===== src/rtl/regbank_pkg.sv =====
// regbank_pkg
//   Shared constants for the register bank scoreboard: default register
//   width, default index width and the helper that turns an index width
//   into a register count.
package regbank_pkg;

  localparam int DEF_DATA_W = 32;
  localparam int DEF_ADDR_W = 2;

  // Number of registers addressable by an index of addr_w bits.
  function automatic int depth_of(input int addr_w);
    return 1 << addr_w;
  endfunction

endpackage


===== src/rtl/regbank_scb_ctrl.sv =====
// regbank_scb_ctrl
//   Scoreboard control for the register bank: one busy bit per register,
//   the reserve grant decision and the registered busy-register counter.
//
// Ports
//   clk      in   clock, state updates on the rising edge
//   rst_n    in   asynchronous active-low reset
//   write    in   write enable
//   dr       in   write destination index
//   reserve  in   reserve request
//   rsvDr    in   register to reserve
//   rsvOk    out  combinational grant for the current reserve request
//   busy     out  current busy vector, one bit per register
//   busyCnt  out  number of busy registers
module regbank_scb_ctrl
  import regbank_pkg::*;
#(
  parameter int ADDR_W   = DEF_ADDR_W,
  parameter bit ZERO_REG = 1'b0,
  localparam int DEPTH   = depth_of(ADDR_W)
) (
  input  logic              clk,
  input  logic              rst_n,
  input  logic              write,
  input  logic [ADDR_W-1:0] dr,
  input  logic              reserve,
  input  logic [ADDR_W-1:0] rsvDr,
  output logic              rsvOk,
  output logic [DEPTH-1:0]  busy,
  output logic [ADDR_W:0]   busyCnt
);

  logic [DEPTH-1:0] busy_reg;
  logic [DEPTH-1:0] busy_next;
  logic [ADDR_W:0]  cnt_reg;
  logic [ADDR_W:0]  cnt_next;
  logic             grant;
  logic             rsv_is_zero;
  logic             inc;
  logic             dec;

  // A busy register can still be granted when the write that frees it lands
  // in the same cycle; the reservation then takes over the freed slot.
  assign grant       = reserve && (!busy_reg[rsvDr] || (write && (dr == rsvDr)));
  assign rsv_is_zero = ZERO_REG && (rsvDr == '0);
  assign rsvOk       = grant;

  genvar gi;
  generate
    for (gi = 0; gi < DEPTH; gi++) begin : g_busy
      if (ZERO_REG && (gi == 0)) begin : g_pinned
        // Hard-wired zero register never becomes busy.
        assign busy_next[gi] = 1'b0;
      end else begin : g_live
        logic set_bit;
        logic clr_bit;
        assign set_bit = grant && (rsvDr == ADDR_W'(gi));
        assign clr_bit = write && (dr == ADDR_W'(gi));
        // Set has priority over clear: reserve wins a same-register collision.
        assign busy_next[gi] = set_bit ? 1'b1 : (clr_bit ? 1'b0 : busy_reg[gi]);
      end
    end
  endgenerate

  // Count only real transitions of a busy bit, so a same-register
  // reserve+write on a busy register leaves the count alone.
  assign inc = grant && !busy_reg[rsvDr] && !rsv_is_zero;
  assign dec = write && busy_reg[dr] && !(grant && (dr == rsvDr));

  always_comb begin
    cnt_next = cnt_reg;
    if (inc && !dec) begin
      cnt_next = cnt_reg + 1'b1;
    end else if (dec && !inc) begin
      cnt_next = cnt_reg - 1'b1;
    end
  end

  always_ff @(posedge clk or negedge rst_n) begin
    if (!rst_n) begin
      busy_reg <= '0;
      cnt_reg  <= '0;
    end else begin
      busy_reg <= busy_next;
      cnt_reg  <= cnt_next;
    end
  end

  assign busy    = busy_reg;
  assign busyCnt = cnt_reg;

endmodule


===== src/rtl/regbank_scoreboard.sv =====
// regbank_scoreboard
//   Register bank with a per-register busy scoreboard. Two combinational read
//   ports, one write port, one reserve port. Optional write-to-read bypass and
//   optional hard-wired zero register 0.
//
// Ports
//   clk                in   clock, state updates on the rising edge
//   rst_n              in   asynchronous active-low reset
//   sr1, sr2           in   read indices
//   rdData1, rdData2   out  combinational read data
//   rdValid1, rdValid2 out  operand not pending
//   write, dr, wrData  in   write enable, destination index, write data
//   reserve, rsvDr     in   reserve request and target index
//   rsvOk              out  combinational reserve grant
//   busyCnt            out  number of busy registers
module regbank_scoreboard
  import regbank_pkg::*;
#(
  parameter int DATA_W   = DEF_DATA_W,
  parameter int ADDR_W   = DEF_ADDR_W,
  parameter bit ZERO_REG = 1'b0,
  parameter bit BYPASS   = 1'b1,
  localparam int DEPTH   = depth_of(ADDR_W)
) (
  input  logic              clk,
  input  logic              rst_n,
  input  logic [ADDR_W-1:0] sr1,
  input  logic [ADDR_W-1:0] sr2,
  output logic [DATA_W-1:0] rdData1,
  output logic [DATA_W-1:0] rdData2,
  output logic              rdValid1,
  output logic              rdValid2,
  input  logic              write,
  input  logic [ADDR_W-1:0] dr,
  input  logic [DATA_W-1:0] wrData,
  input  logic              reserve,
  input  logic [ADDR_W-1:0] rsvDr,
  output logic              rsvOk,
  output logic [ADDR_W:0]   busyCnt
);

  logic [DATA_W-1:0] regs [DEPTH];
  logic [DEPTH-1:0]  busy;

  regbank_scb_ctrl #(
    .ADDR_W   (ADDR_W),
    .ZERO_REG (ZERO_REG)
  ) u_ctrl (
    .clk     (clk),
    .rst_n   (rst_n),
    .write   (write),
    .dr      (dr),
    .reserve (reserve),
    .rsvDr   (rsvDr),
    .rsvOk   (rsvOk),
    .busy    (busy),
    .busyCnt (busyCnt)
  );

  genvar gi;
  generate
    for (gi = 0; gi < DEPTH; gi++) begin : g_reg
      logic wr_en;
      // The zero register is never written, so it holds its reset value.
      assign wr_en = write && (dr == ADDR_W'(gi)) && !(ZERO_REG && (gi == 0));

      always_ff @(posedge clk or negedge rst_n) begin
        if (!rst_n) begin
          regs[gi] <= '0;
        end else if (wr_en) begin
          regs[gi] <= wrData;
        end
      end
    end
  endgenerate

  logic hit1;
  logic hit2;
  logic zero1;
  logic zero2;

  assign zero1 = ZERO_REG && (sr1 == '0);
  assign zero2 = ZERO_REG && (sr2 == '0);
  assign hit1  = BYPASS && write && (dr == sr1);
  assign hit2  = BYPASS && write && (dr == sr2);

  // Zero register takes precedence over the bypass so a write to 0 never
  // leaks onto a read of 0.
  assign rdData1  = zero1 ? '0 : (hit1 ? wrData : regs[sr1]);
  assign rdData2  = zero2 ? '0 : (hit2 ? wrData : regs[sr2]);
  assign rdValid1 = zero1 || hit1 || !busy[sr1];
  assign rdValid2 = zero2 || hit2 || !busy[sr2];

endmodule


===== config.mk =====
export PLATFORM = sky130hd
export DESIGN_NAME = regbank_scoreboard
export DESIGN_NICKNAME = d
export VERILOG_FILES = /design/src/rtl/regbank_pkg.sv /design/src/rtl/regbank_scb_ctrl.sv /design/src/rtl/regbank_scoreboard.sv
export SDC_FILE = /design/constraint.sdc
export NUM_CORES = 1
export LEC_CHECK = 0
export ABC_CLOCK_PERIOD_IN_PS = 2400
export BUFFER_PORTS_ARGS = -buffer_cell sky130_fd_sc_hd__buf_2
export CORE_MARGIN = 10
export CORE_UTILIZATION = 54
export DETAILED_ROUTE_END_ITERATION = 12
export PLACE_DENSITY = 0.83
export SLEW_MARGIN = 40
export SYNTH_ARGS = -nofsm -noshare
export SYNTH_HDL_FRONTEND = slang
export SYNTH_SLANG_ARGS = --single-unit

===== constraint.sdc =====
create_clock -name clk -period 2.4 [get_ports clk]
set_input_delay 0.36 -clock clk [delete_from_list [all_inputs] [get_ports clk]]
set_output_delay 0.36 -clock clk [all_outputs]
set_load 0.05 [all_outputs]

==> impl_metrics.sql, run 1 <==
INSERT INTO impl_metrics (metric_group, metric, value, unit) VALUES
('routing', 'route.detailed.wl_per_inst', '24.0', 'um'),
('routing', 'first_iter_violations', '394', ''),
('die', 'die_width', '141', 'um'),
('placed_design', 'buffer_ports.inserted', '113', ''),
('power', 'p_per_area', '950', 'mW/mm2'),
('sta', 'timing.max_slew.rel_slack', '55.9', '%'),
('synthesis', 'synthDominantCellAreaShare', '42.8', '%'),
('setup_path', 'worst_path_required', '2.04', 'ns'),
('placed_design', 'post_dp_cell_area', '0.00870', 'mm2'),
('outcome', 'result_of_the_run', 'finished clean', ''),
('cts', 'cts_buffer_depth', '2', ''),
('final_layout', 'largest_register_ff_count', '128', ''),
('final_layout', 'multi_input_comb_area', '0.00425', 'mm2'),
('placed_design', 'place.detailed.hpwl', '12500', 'um'),
('cts', 'h-tree-depth', '4', ''),
('synthesis', 'synthesis.nets', '523', ''),
('die', 'starting_density_of_the_core', '54.7', '%'),
('routing', 'drt-met1-wl', '8060', 'um'),
('power', 'worst_ir_drop_vdd', '0.661', 'mV'),
('setup_path', 'cp_data_arrival_time', '1.89', 'ns'),
('setup_path', 'critical_path.max_fanout', '6', ''),
('synthesis', 'synth_top_area_cell', 'dfrtp_1', ''),
('die', 'dieArea', '0.0198', 'mm2'),
('min_path', 'classification_of_the_worst_slack_hold_path', 'input port to flop', ''),
('setup_path', 'timing.rr.start', 'u_ctrl.busy[0]', ''),
('synthesis', 'yosysWarnings', '0', ''),
('global_route', 'grt_pass1_wl', '30700', 'um'),
('routing', 'drt_first_pass_iters', '4', ''),
('synthesis', 'synth-edff-count', '0', ''),
('synthesis', 'yosysSeqAreaShare', '42.8', '%'),
('synthesis', 'synth-main-ff-cell', 'dfrtp_1', ''),
('cts', 'clkSinkCount', '135', ''),
('cts', 'post_cts.repair.setup_buffers', '0', ''),
('synthesis', 'synth.most_common_cell', 'dfrtp_1', ''),
('synthesis', 'async_reset_ff_share', '100', '%'),
('final_layout', 'areaGrowthSynthToFinish', '17.2', '%'),
('sta', 'finClkSkew', '0.00482', 'ns'),
('sta', 'tns', '0', 'ns'),
('cts', 'cts_made_buffers', '17', ''),
('routing', 'detail_route.drc_violations', '0', ''),
('setup_path', 'worstSetupPathType', 'flop to primary output', ''),
('final_layout', 'final_net_count', '641', ''),
('sta', 'final-hold-violation-count', '0', ''),
('setup_path', 'timing.critical_path.from', 'u_ctrl.busy[0]', ''),
('routing', 'remaining_antenna_violation_count', '0', ''),
('routing', 'met2RoutedLength', '9470', 'um'),
('sta', 'timing.final.max_slew_violations', '0', ''),
('routing', 'top_layer', 'met4', ''),
('die', 'core_area', '0.0144', 'mm2'),
('flow_run', 'max_capacitance_violation_total', '0', ''),
('final_layout', 'layout_cell_share_with_drive_strength_beyond_1', '70.0', '%'),
('sta', 'finalSetupViolations', '0', ''),
('routing', 'route.met3.wl', '1210', 'um'),
('cts', 'cts_tree', 'yes', ''),
('global_route', 'grt_start_max_net_pins', '71', ''),
('final_layout', 'area.sequential', '0.00338', 'mm2'),
('routing', 'via_count', '4836', ''),
('sta', 'max_freq', '445', 'MHz'),
('synthesis', 'yosysUniqueCellTypes', '31', ''),
('synthesis', 'post_synth_instance_area', '0.00789', 'mm2'),
('global_route', 'first_global_vias', '5476', ''),
('sta', 'max_slew.worst_pin.slew', '0.661', 'ns'),
('sta', 'period_utilization', '93.7', '%'),
('routing', 'route.detailed.vias_per_inst', '6.11', ''),
('die', 'rows', '44', ''),
('sta', 'grt_setup_unrepaired', 'no', ''),
('die', 'pin_count', '114', ''),
('cts', 'clkSlewWorstSetupHoldPaths', '0.06', 'ns'),
('synthesis', 'synthesis_stage_register_bit_count', '135', ''),
('die', 'die-height', '141', 'um'),
('final_layout', 'final.fill_count', '1031', '');
cell type report:
cell class	instances	share of cell area [%]
Inverter	2	0.0812
Antenna cell	1	0.0271
Timing Repair Buffer	138	9.19
Clock buffer	21	4.87
Multi-Input combinational cell	301	45.9
Tap cell	184	2.49
Clock inverter	9	0.866
Sequential cell	135	36.5
placed cells by master (no fill, tap or decap), drive strengths merged, types with 3 or more instances in the layout:
| cell | count |
|---|---|
| nand2 | 3 |
| mux4 | 68 |
| clkinvlp | 4 |
| clkinv | 4 |
| nand2b | 3 |
| a21oi | 3 |
| dfrtp | 135 |
| xnor2 | 7 |
| nand3 | 5 |
| o21ai | 3 |
| mux2 | 193 |
| buf | 137 |
| clkbuf | 21 |
through the flow:
step / worst slack [ns] / power, mW / instances / hold WS (ns) / utilization, %
after CTS: 0.129 / 8.84 / 790 / 0.227 / 64.1
after floorplan: 0.192 / 5.68 / 477 / 0.0644 / -
after detailed placement: 0.164 / 6.43 / 759 / 0.423 / 60.3
after global routing: 0.0593 / 9.16 / 790 / 0.240 / 64.1
after global placement: 0.207 / 6.30 / 759 / 0.407 / 60.3
final: 0.152 / 8.78 / 791 / 0.247 / 64.1
power breakdown:
group | internal (mW) | switching, mW
Clock | 1.43 | 0.958
Combinational | 1.43 | 1.88
Sequential | 2.74 | 0.355
Total | 5.59 | 3.19
cell families after synthesis:
logic type	count (synthesis)	synth area share, %
adder cells (fa/ha/maj)	2	0.412
XOR/XNOR	9	0.999
AO/OA/AOI/OAI	8	0.603
multiplexers	261	49.8
flip-flops	135	42.8
buffers and inverters	41	3.41
AND/OR/NAND/NOR	21	1.92
layer usage:
metal	vias up	GRT usage (%)
li1	2100	-
met1	2562	24.5
met2	153	31.9
met3	21	6.15
met4	0	5.60
met5	-	0
critical path, stage by stage (launching register included):
cell and delay [ns]:
dfrtp_1 0.44, mux4_2 0.47, nor2b_1 0.14, nand2b_1 0.14, buf_2 0.27
path summary, 6_finish.rpt:
kind                                     end  slack, ns  cells after the start
hold / removal                      regs[27]       0.25                      2
setup reg to reg           u_ctrl.busyCnt[2]       0.22                      8
max in group asynchronous            regs[1]       1.12                      3
min in group asynchronous          regs[100]       0.52                      2
setup / recovery                       rsvOk       0.15                      4
hold reg to reg            u_ctrl.busyCnt[2]       0.47                      1
what timing repair did:
action                                 in CTS  in global routing
hold buffers                                1                  0
gates resized for setup                     0                  0
endpoints found under the hold margin      53                  0
No activity file was read; power rests on OpenSTA's default activity.
==> run 2: changes to the inputs <==
--- a/config.mk
+++ b/config.mk
@@ -7,7 +7,7 @@
 export LEC_CHECK = 0
 export ABC_CLOCK_PERIOD_IN_PS = 2400
 export BUFFER_PORTS_ARGS = -buffer_cell sky130_fd_sc_hd__buf_2
-export CORE_MARGIN = 10
+export CORE_MARGIN = 1.5
 export CORE_UTILIZATION = 54
 export DETAILED_ROUTE_END_ITERATION = 12
 export PLACE_DENSITY = 0.83
==> run 2 against run 1 <==
  * The flow now finishes with violations (negative hold slack)
  * Sequential cell count unchanged
  * Clock power increased by 15%
  * Power increased by 3.8%
  * Sequential share of layout area decreased by 0.54 points
  * Register-to-register slack got worse by 0.07 ns
  * Critical path depth unchanged
  * Cell area increased by 1.5%
  * Largest cell class unchanged
==> impl_metrics.sql, run 2 (synthesis gave the netlist of run 1 again) <==
INSERT INTO impl_metrics (metric_group, metric, value, unit) VALUES
('sta', 'final-hold-violation-count', '4', ''),
('power', 'internal_power', '5.96', 'mW'),
('final_layout', 'areaGrowthSynthToFinish', '19.0', '%'),
('placed_design', 'buffer_ports.inserted', '113', ''),
('global_route', 'grt_start_max_net_pins', '77', ''),
('placed_design', 'post_placement_setup_slack', '0.149', 'ns'),
('cts', 'worstSkewPairLatency', '0.41', 'ns'),
('final_layout', 'layout_cell_share_with_drive_strength_beyond_1', '70.7', '%'),
('sta', 'finClkSkew', '0.00270', 'ns'),
('die', 'die_width', '124', 'um'),
('cts', 'cts_tree', 'yes', ''),
('global_route', 'grt.total_usage', '24.6', '%'),
('power', 'seqPwrFrac', '33.9', '%'),
('routing', 'route.detailed.vias_per_inst', '6.13', ''),
('die', 'pin_count', '114', ''),
('power', 'switchingPower', '3.16', 'mW'),
('outcome', 'violations', 'negative hold slack', ''),
('final_layout', 'mostFrequentLayoutCell', 'dfrtp_1', ''),
('outcome', 'result_of_the_run', 'complete, but fails checks', ''),
('final_layout', 'largest_register_ff_count', '128', ''),
('placed_design', 'post_dp_cell_area', '0.00875', 'mm2'),
('setup_path', 'timing.rr.start', 'u_ctrl.busy[3]', ''),
('cts', 'h-tree-depth', '4', ''),
('setup_path', 'r2r_end', 'u_ctrl.busyCnt[2]', ''),
('global_route', 'first_global_vias', '5105', ''),
('placed_design', 'place.detailed.hpwl', '11400', 'um'),
('power', 'clock_power_share', '30.1', '%'),
('sta', 'finalWorstPathRequiredPeriod', '2.28', 'ns'),
('setup_path', 'critical_path.max_fanout', '6', ''),
('die', 'die-height', '124', 'um'),
('cts', 'cts_resized', '0', ''),
('sta', 'grt_setup_unrepaired', 'no', ''),
('sta', 'timing.max_slew.rel_slack', '51.3', '%'),
('routing', 'route.detailed.wl_per_inst', '22.3', 'um'),
('global_route', 'grt_pass1_wl', '27700', 'um'),
('sta', 'setup_ws_post_layout', '0.119', 'ns'),
('min_path', 'classification_of_the_worst_slack_hold_path', 'input port to asynchronous set/reset pin', ''),
('die', 'rows', '43', ''),
('routing', 'remaining_antenna_violation_count', '0', ''),
('cts', 'cts-hold-fix-buffers', '0', ''),
('cts', 'ctsRootBufferMaster', 'clkbuf_16', ''),
('final_layout', 'layout.cells.non_filler', '788', ''),
('die', 'starting_density_of_the_core', '56.2', '%'),
('final_layout', 'layout.cells.most_common_list', '135 x dfrtp_1, 132 x mux2_2, 112 x buf_2', ''),
('setup_path', 'worst_r2r_path_depth', '8', ''),
('setup_path', 'r2r_setup_slack', '0.15', 'ns'),
('power', 'worst_ir_drop_vdd', '0.607', 'mV'),
('power', 'power.switching_fraction', '34.6', '%'),
('setup_path', 'cp_data_arrival_time', '1.92', 'ns'),
('sta', 'whs', '-0.00840', 'ns'),
('sta', 'timing.final.max_slew_violations', '0', ''),
('routing', 'finalWirelength', '17600', 'um'),
('cts', 'clkSlewWorstSetupHoldPaths', '0.06', 'ns'),
('cts', 'post_cts.repair.setup_buffers', '0', ''),
('placed_design', 'numPlacedInstances', '756', ''),
('cts', 'cts_buffer_depth', '2', ''),
('sta', 'period_utilization', '95.0', '%'),
('power', 'cellLeakagePower', '4.19', 'nW'),
('die', 'dieArea', '0.0153', 'mm2'),
('sta', 'finalSetupViolations', '0', ''),
('setup_path', 'crit_path_start_kind', 'flop', ''),
('placed_design', 'gpl.final_weighted_congestion', '0.809', ''),
('global_route', 'overflow', '0', ''),
('setup_path', 'timing.critical_path.from', 'u_ctrl.busy[3]', ''),
('flow_run', 'max_capacitance_violation_total', '0', ''),
('setup_path', 'timing.critical_path.to_type', 'primary output', ''),
('routing', 'via_count', '4834', ''),
('sta', 'max_freq', '438', 'MHz'),
('power', 'p_per_area', '971', 'mW/mm2'),
('routing', 'drt_first_pass_iters', '4', ''),
('cts', 'cts_made_buffers', '17', ''),
('routing', 'first_iter_violations', '367', ''),
('die', 'core_area', '0.0140', 'mm2'),
('setup_path', 'worst_path_required', '2.04', 'ns'),
('sta', 'tns', '0', 'ns'),
('routing', 'detail_route.drc_violations', '0', ''),
('global_route', 'antenna_found_initial', '1', ''),
('final_layout', 'design_area', '0.00938', 'mm2'),
('cts', 'clkSinkCount', '135', ''),
('sta', 'max_slew.worst_pin.slew', '0.730', 'ns'),
('final_layout', 'final_net_count', '641', ''),
('power', 'logic_pwr_share', '36.0', '%'),
('setup_path', 'worstSetupPathType', 'flop to primary output', '');
run 2: cell count changes in the layout (fill, tap and decap cells not counted):
cell	previous run	this run
inv_6	0	2
buf_12	7	11
dlygate4sd3_1	1	0
bufinv_16	1	4
clkinv_4	0	1
clkbuf_1	3	0
clkinvlp_4	4	1
clkbuf_8	1	2
buf_4	17	14
run 2: worst max-delay path, cell delays in order (launching register included):
cell	delay, ns
dfrtp_1	0.46
mux4_2	0.49
nor2b_1	0.17
nand2b_1	0.13
buf_2	0.26
run 2: final cells by class:
type / count / area (um2)
fillers: 935 / 4660
clock inverters: 12 / 174
well taps: 180 / 225
diodes: 1 / 2.50
clock buffers: 19 / 453
flip-flops and latches: 135 / 3380
repair buffers: 138 / 897
inverters: 2 / 7.51
multi-input cells: 301 / 4250
run 2: how the worst max path moves through the flow:
stage | to | slack [ns]
after floorplan | u_ctrl.busyCnt[2] | 0.19
after global placement | u_ctrl.busyCnt[2] | 0.20
after detailed placement | u_ctrl.busyCnt[2] | 0.15
after CTS | rsvOk | 0.11
after global routing | u_ctrl.busyCnt[2] | 0.04
final | rsvOk | 0.12
run 2: metal layers:
metal,up-vias,routed length (um),global-route usage (%)
met3,21,960,4.30
met1,2551,7500,33.2
met4,0,246,8.84
li1,2097,-,-
met5,-,0,0
met2,165,8890,40.6
run 2: power groups by stage:
stage	clock, mW	sequential (mW)	combinational [mW]
2_1_floorplan	0	3.09	2.59
3_3_place_gp	0	3.05	3.23
3_5_place_dp	0	3.11	3.30
4_1_cts	2.80	3.08	3.31
5_1_grt	2.91	3.15	3.45
6_report	2.74	3.09	3.28
run 2: metrics by stage:
stage,util [%],power (mW)
global placement,62.3,6.27
global route,66.8,9.51
floorplan,-,5.68
finish,66.8,9.11
CTS,66.8,9.19
detailed placement,62.3,6.41
==> run 3: changes to the inputs <==
--- a/config.mk
+++ b/config.mk
@@ -8,9 +8,9 @@
 export ABC_CLOCK_PERIOD_IN_PS = 2400
 export BUFFER_PORTS_ARGS = -buffer_cell sky130_fd_sc_hd__buf_2
 export CORE_MARGIN = 1.5
-export CORE_UTILIZATION = 54
+export CORE_UTILIZATION = 55
 export DETAILED_ROUTE_END_ITERATION = 12
-export PLACE_DENSITY = 0.83
+export PLACE_DENSITY = 0.84
 export SLEW_MARGIN = 40
 export SYNTH_ARGS = -nofsm -noshare
 export SYNTH_HDL_FRONTEND = slang
==> run 3 against run 2 <==
  * Worst hold slack improved by 0.25 ns
  * Maximum frequency fell by 0.16%
  * The run now ends clean
  * Global-route usage is 1.2 points higher
  * Power increased by 0.52%
  * Largest power group unchanged
  * Register-to-register slack better by 0.04 ns
  * First-iteration DRC count shrank 23%
  * Final cell count rose by 0.63%
  * Non-clock buffer count is 5 higher
==> impl_metrics.sql, run 3 (synthesis gave the netlist of run 1 again) <==
INSERT INTO impl_metrics (metric_group, metric, value, unit) VALUES
('outcome', 'result_of_the_run', 'finished clean', ''),
('global_route', 'antenna_found_initial', '0', ''),
('setup_path', 'worst_path_required', '2.04', 'ns'),
('setup_path', 'crit_path_start_kind', 'flop', ''),
('setup_path', 'critical_path.max_fanout', '6', ''),
('final_layout', 'layout.cells.non_filler', '793', ''),
('routing', 'via_count', '4947', ''),
('die', 'die_width', '123', 'um'),
('final_layout', 'largest_register_ff_count', '128', ''),
('placed_design', 'gpl.final_weighted_congestion', '0.835', ''),
('power', 'p_per_area', '980', 'mW/mm2'),
('final_layout', 'areaGrowthSynthToFinish', '18.5', '%'),
('final_layout', 'layout_cell_share_with_drive_strength_beyond_1', '70.8', '%'),
('global_route', 'grt.total_usage', '25.9', '%'),
('setup_path', 'timing.critical_path.to_type', 'primary output', ''),
('setup_path', 'worst_r2r_path_depth', '8', ''),
('routing', 'remaining_antenna_violation_count', '0', ''),
('power', 'cellLeakagePower', '4.18', 'nW'),
('die', 'die-height', '123', 'um'),
('final_layout', 'final.fill_count', '946', ''),
('sta', 'finClkSkew', '0.000994', 'ns'),
('cts', 'ctsRootBufferMaster', 'clkbuf_16', ''),
('sta', 'tns', '0', 'ns'),
('routing', 'finalWirelength', '18100', 'um'),
('cts', 'clkSinkCount', '135', ''),
('placed_design', 'post_dp_cell_area', '0.00871', 'mm2'),
('sta', 'finalWorstPathRequiredPeriod', '2.28', 'ns'),
('cts', 'cts_tree', 'yes', ''),
('cts', 'worstSkewPairLatency', '0.42', 'ns'),
('setup_path', 'timing.critical_path.from', 'u_ctrl.busy[0]', ''),
('routing', 'route.detailed.wl_per_inst', '22.8', 'um'),
('power', 'post-layout-total-power', '9.16', 'mW'),
('die', 'pin_count', '114', ''),
('min_path', 'min-delay-start', 'wrData[6]', ''),
('global_route', 'grt_pass1_wl', '28900', 'um'),
('placed_design', 'buffer_ports.inserted', '113', ''),
('final_layout', 'final_net_count', '646', ''),
('sta', 'period_utilization', '95.2', '%'),
('die', 'rows', '43', ''),
('cts', 'cts_buffer_depth', '2', ''),
('sta', 'final-hold-violation-count', '0', ''),
('sta', 'timing.max_slew.rel_slack', '54.5', '%'),
('power', 'worst_ir_drop_vdd', '0.695', 'mV'),
('final_layout', 'antenna_cells_inserted', '0', ''),
('sta', 'max_freq', '438', 'MHz'),
('min_path', 'min_path_cells', '2', ''),
('die', 'dieArea', '0.0151', 'mm2'),
('cts', 'h-tree-depth', '4', ''),
('final_layout', 'design_area', '0.00935', 'mm2'),
('global_route', 'grt_start_max_net_pins', '72', ''),
('sta', 'grt_setup_unrepaired', 'no', ''),
('setup_path', 'worstSetupPathType', 'flop to primary output', ''),
('routing', 'route.detailed.vias_per_inst', '6.24', ''),
('placed_design', 'place.detailed.hpwl', '12000', 'um'),
('sta', 'finalSetupViolations', '0', ''),
('sta', 'whs', '0.244', 'ns'),
('final_layout', 'mostFrequentLayoutCell', 'dfrtp_1', ''),
('setup_path', 'r2r_setup_slack', '0.19', 'ns'),
('die', 'starting_density_of_the_core', '56.6', '%'),
('sta', 'timing.final.max_slew_violations', '0', ''),
('global_route', 'overflow', '0', ''),
('routing', 'drt_first_pass_iters', '4', ''),
('routing', 'first_iter_violations', '282', ''),
('min_path', 'classification_of_the_worst_slack_hold_path', 'input port to flop', ''),
('flow_run', 'max_capacitance_violation_total', '0', ''),
('setup_path', 'cp_data_arrival_time', '1.92', 'ns'),
('setup_path', 'timing.rr.start', 'u_ctrl.busy[0]', ''),
('placed_design', 'numPlacedInstances', '760', ''),
('routing', 'detail_route.drc_violations', '0', ''),
('sta', 'max_slew.worst_pin.slew', '0.682', 'ns'),
('final_layout', 'layout.cells.most_common_list', '135 x dfrtp_1, 132 x mux2_2, 112 x buf_2', ''),
('global_route', 'first_global_vias', '5280', ''),
('die', 'core_area', '0.0139', 'mm2'),
('cts', 'cts_made_buffers', '17', ''),
('cts', 'clkSlewWorstSetupHoldPaths', '0.06', 'ns');
run 3: changes by cell type in the layout (fill, tap and decap cells not counted), sizes merged:
cell         change
clkbuf           -2
clkinv           +4
dlygate4sd3      +1
buf              +4
diode            -1
inv              -1
run 3: critical path: stages, from the launching register on:
cell and delay, ns:
dfrtp_1 0.45, mux4_2 0.48, nor2b_1 0.16, nand2b_1 0.14
buf_2 0.27
run 3: worst paths after layout:
check,end
worst min register to register,u_ctrl.busyCnt[2]
worst max-delay path,rsvOk
min in group asynchronous,regs[73]
worst min-delay path,regs[102]
worst max register to register,u_ctrl.busyCnt[2]
max in group asynchronous,regs[18]
run 3: stage by stage:
stage | utilization, % | setup WS [ns]
after floorplan | - | 0.192
after global placement | 62.5 | 0.199
after detailed placement | 62.5 | 0.147
after CTS | 67.1 | 0.103
after global routing | 67.1 | 0.0290
final | 67.1 | 0.115
run 3: cell type report:
| cell class | count | area [um2] | share of cell area (%) |
|---|---|---|---|
| clock buffers | 17 | 425 | 4.55 |
| inverters | 2 | 7.51 | 0.0803 |
| flip-flops and latches | 135 | 3380 | 36.1 |
| multi-input cells | 301 | 4250 | 45.4 |
| well taps | 180 | 225 | 2.41 |
| clock inverters | 15 | 204 | 2.18 |
| repair buffers | 143 | 862 | 9.22 |
run 3: where the power goes:
part / internal (mW) / total, mW / switching (mW) / leakage [nW]
combinational: 1.43 / 3.28 / 1.85 / 2.28
clock: 1.74 / 2.78 / 1.03 / 0.307
sequential: 2.74 / 3.11 / 0.369 / 1.60
total: 5.91 / 9.16 / 3.26 / 4.18
run 3: metal layers:
| layer | vias to the layer above | global-route usage, % | routed length [um] |
|---|---|---|---|
| li1 | 2106 | - | - |
| met1 | 2654 | 34.0 | 7410 |
| met2 | 158 | 42.7 | 9480 |
| met3 | 29 | 4.97 | 892 |
| met4 | 0 | 9.96 | 312 |
| met5 | - | 0 | 0 |
run 3: timing repair:
| action | CTS | global route |
|---|---|---|
| endpoints found under the hold margin | 67 | 0 |
| setup buffers | 0 | 0 |
| hold buffers | 1 | 0 |
| gates resized for setup | 0 | 0 |
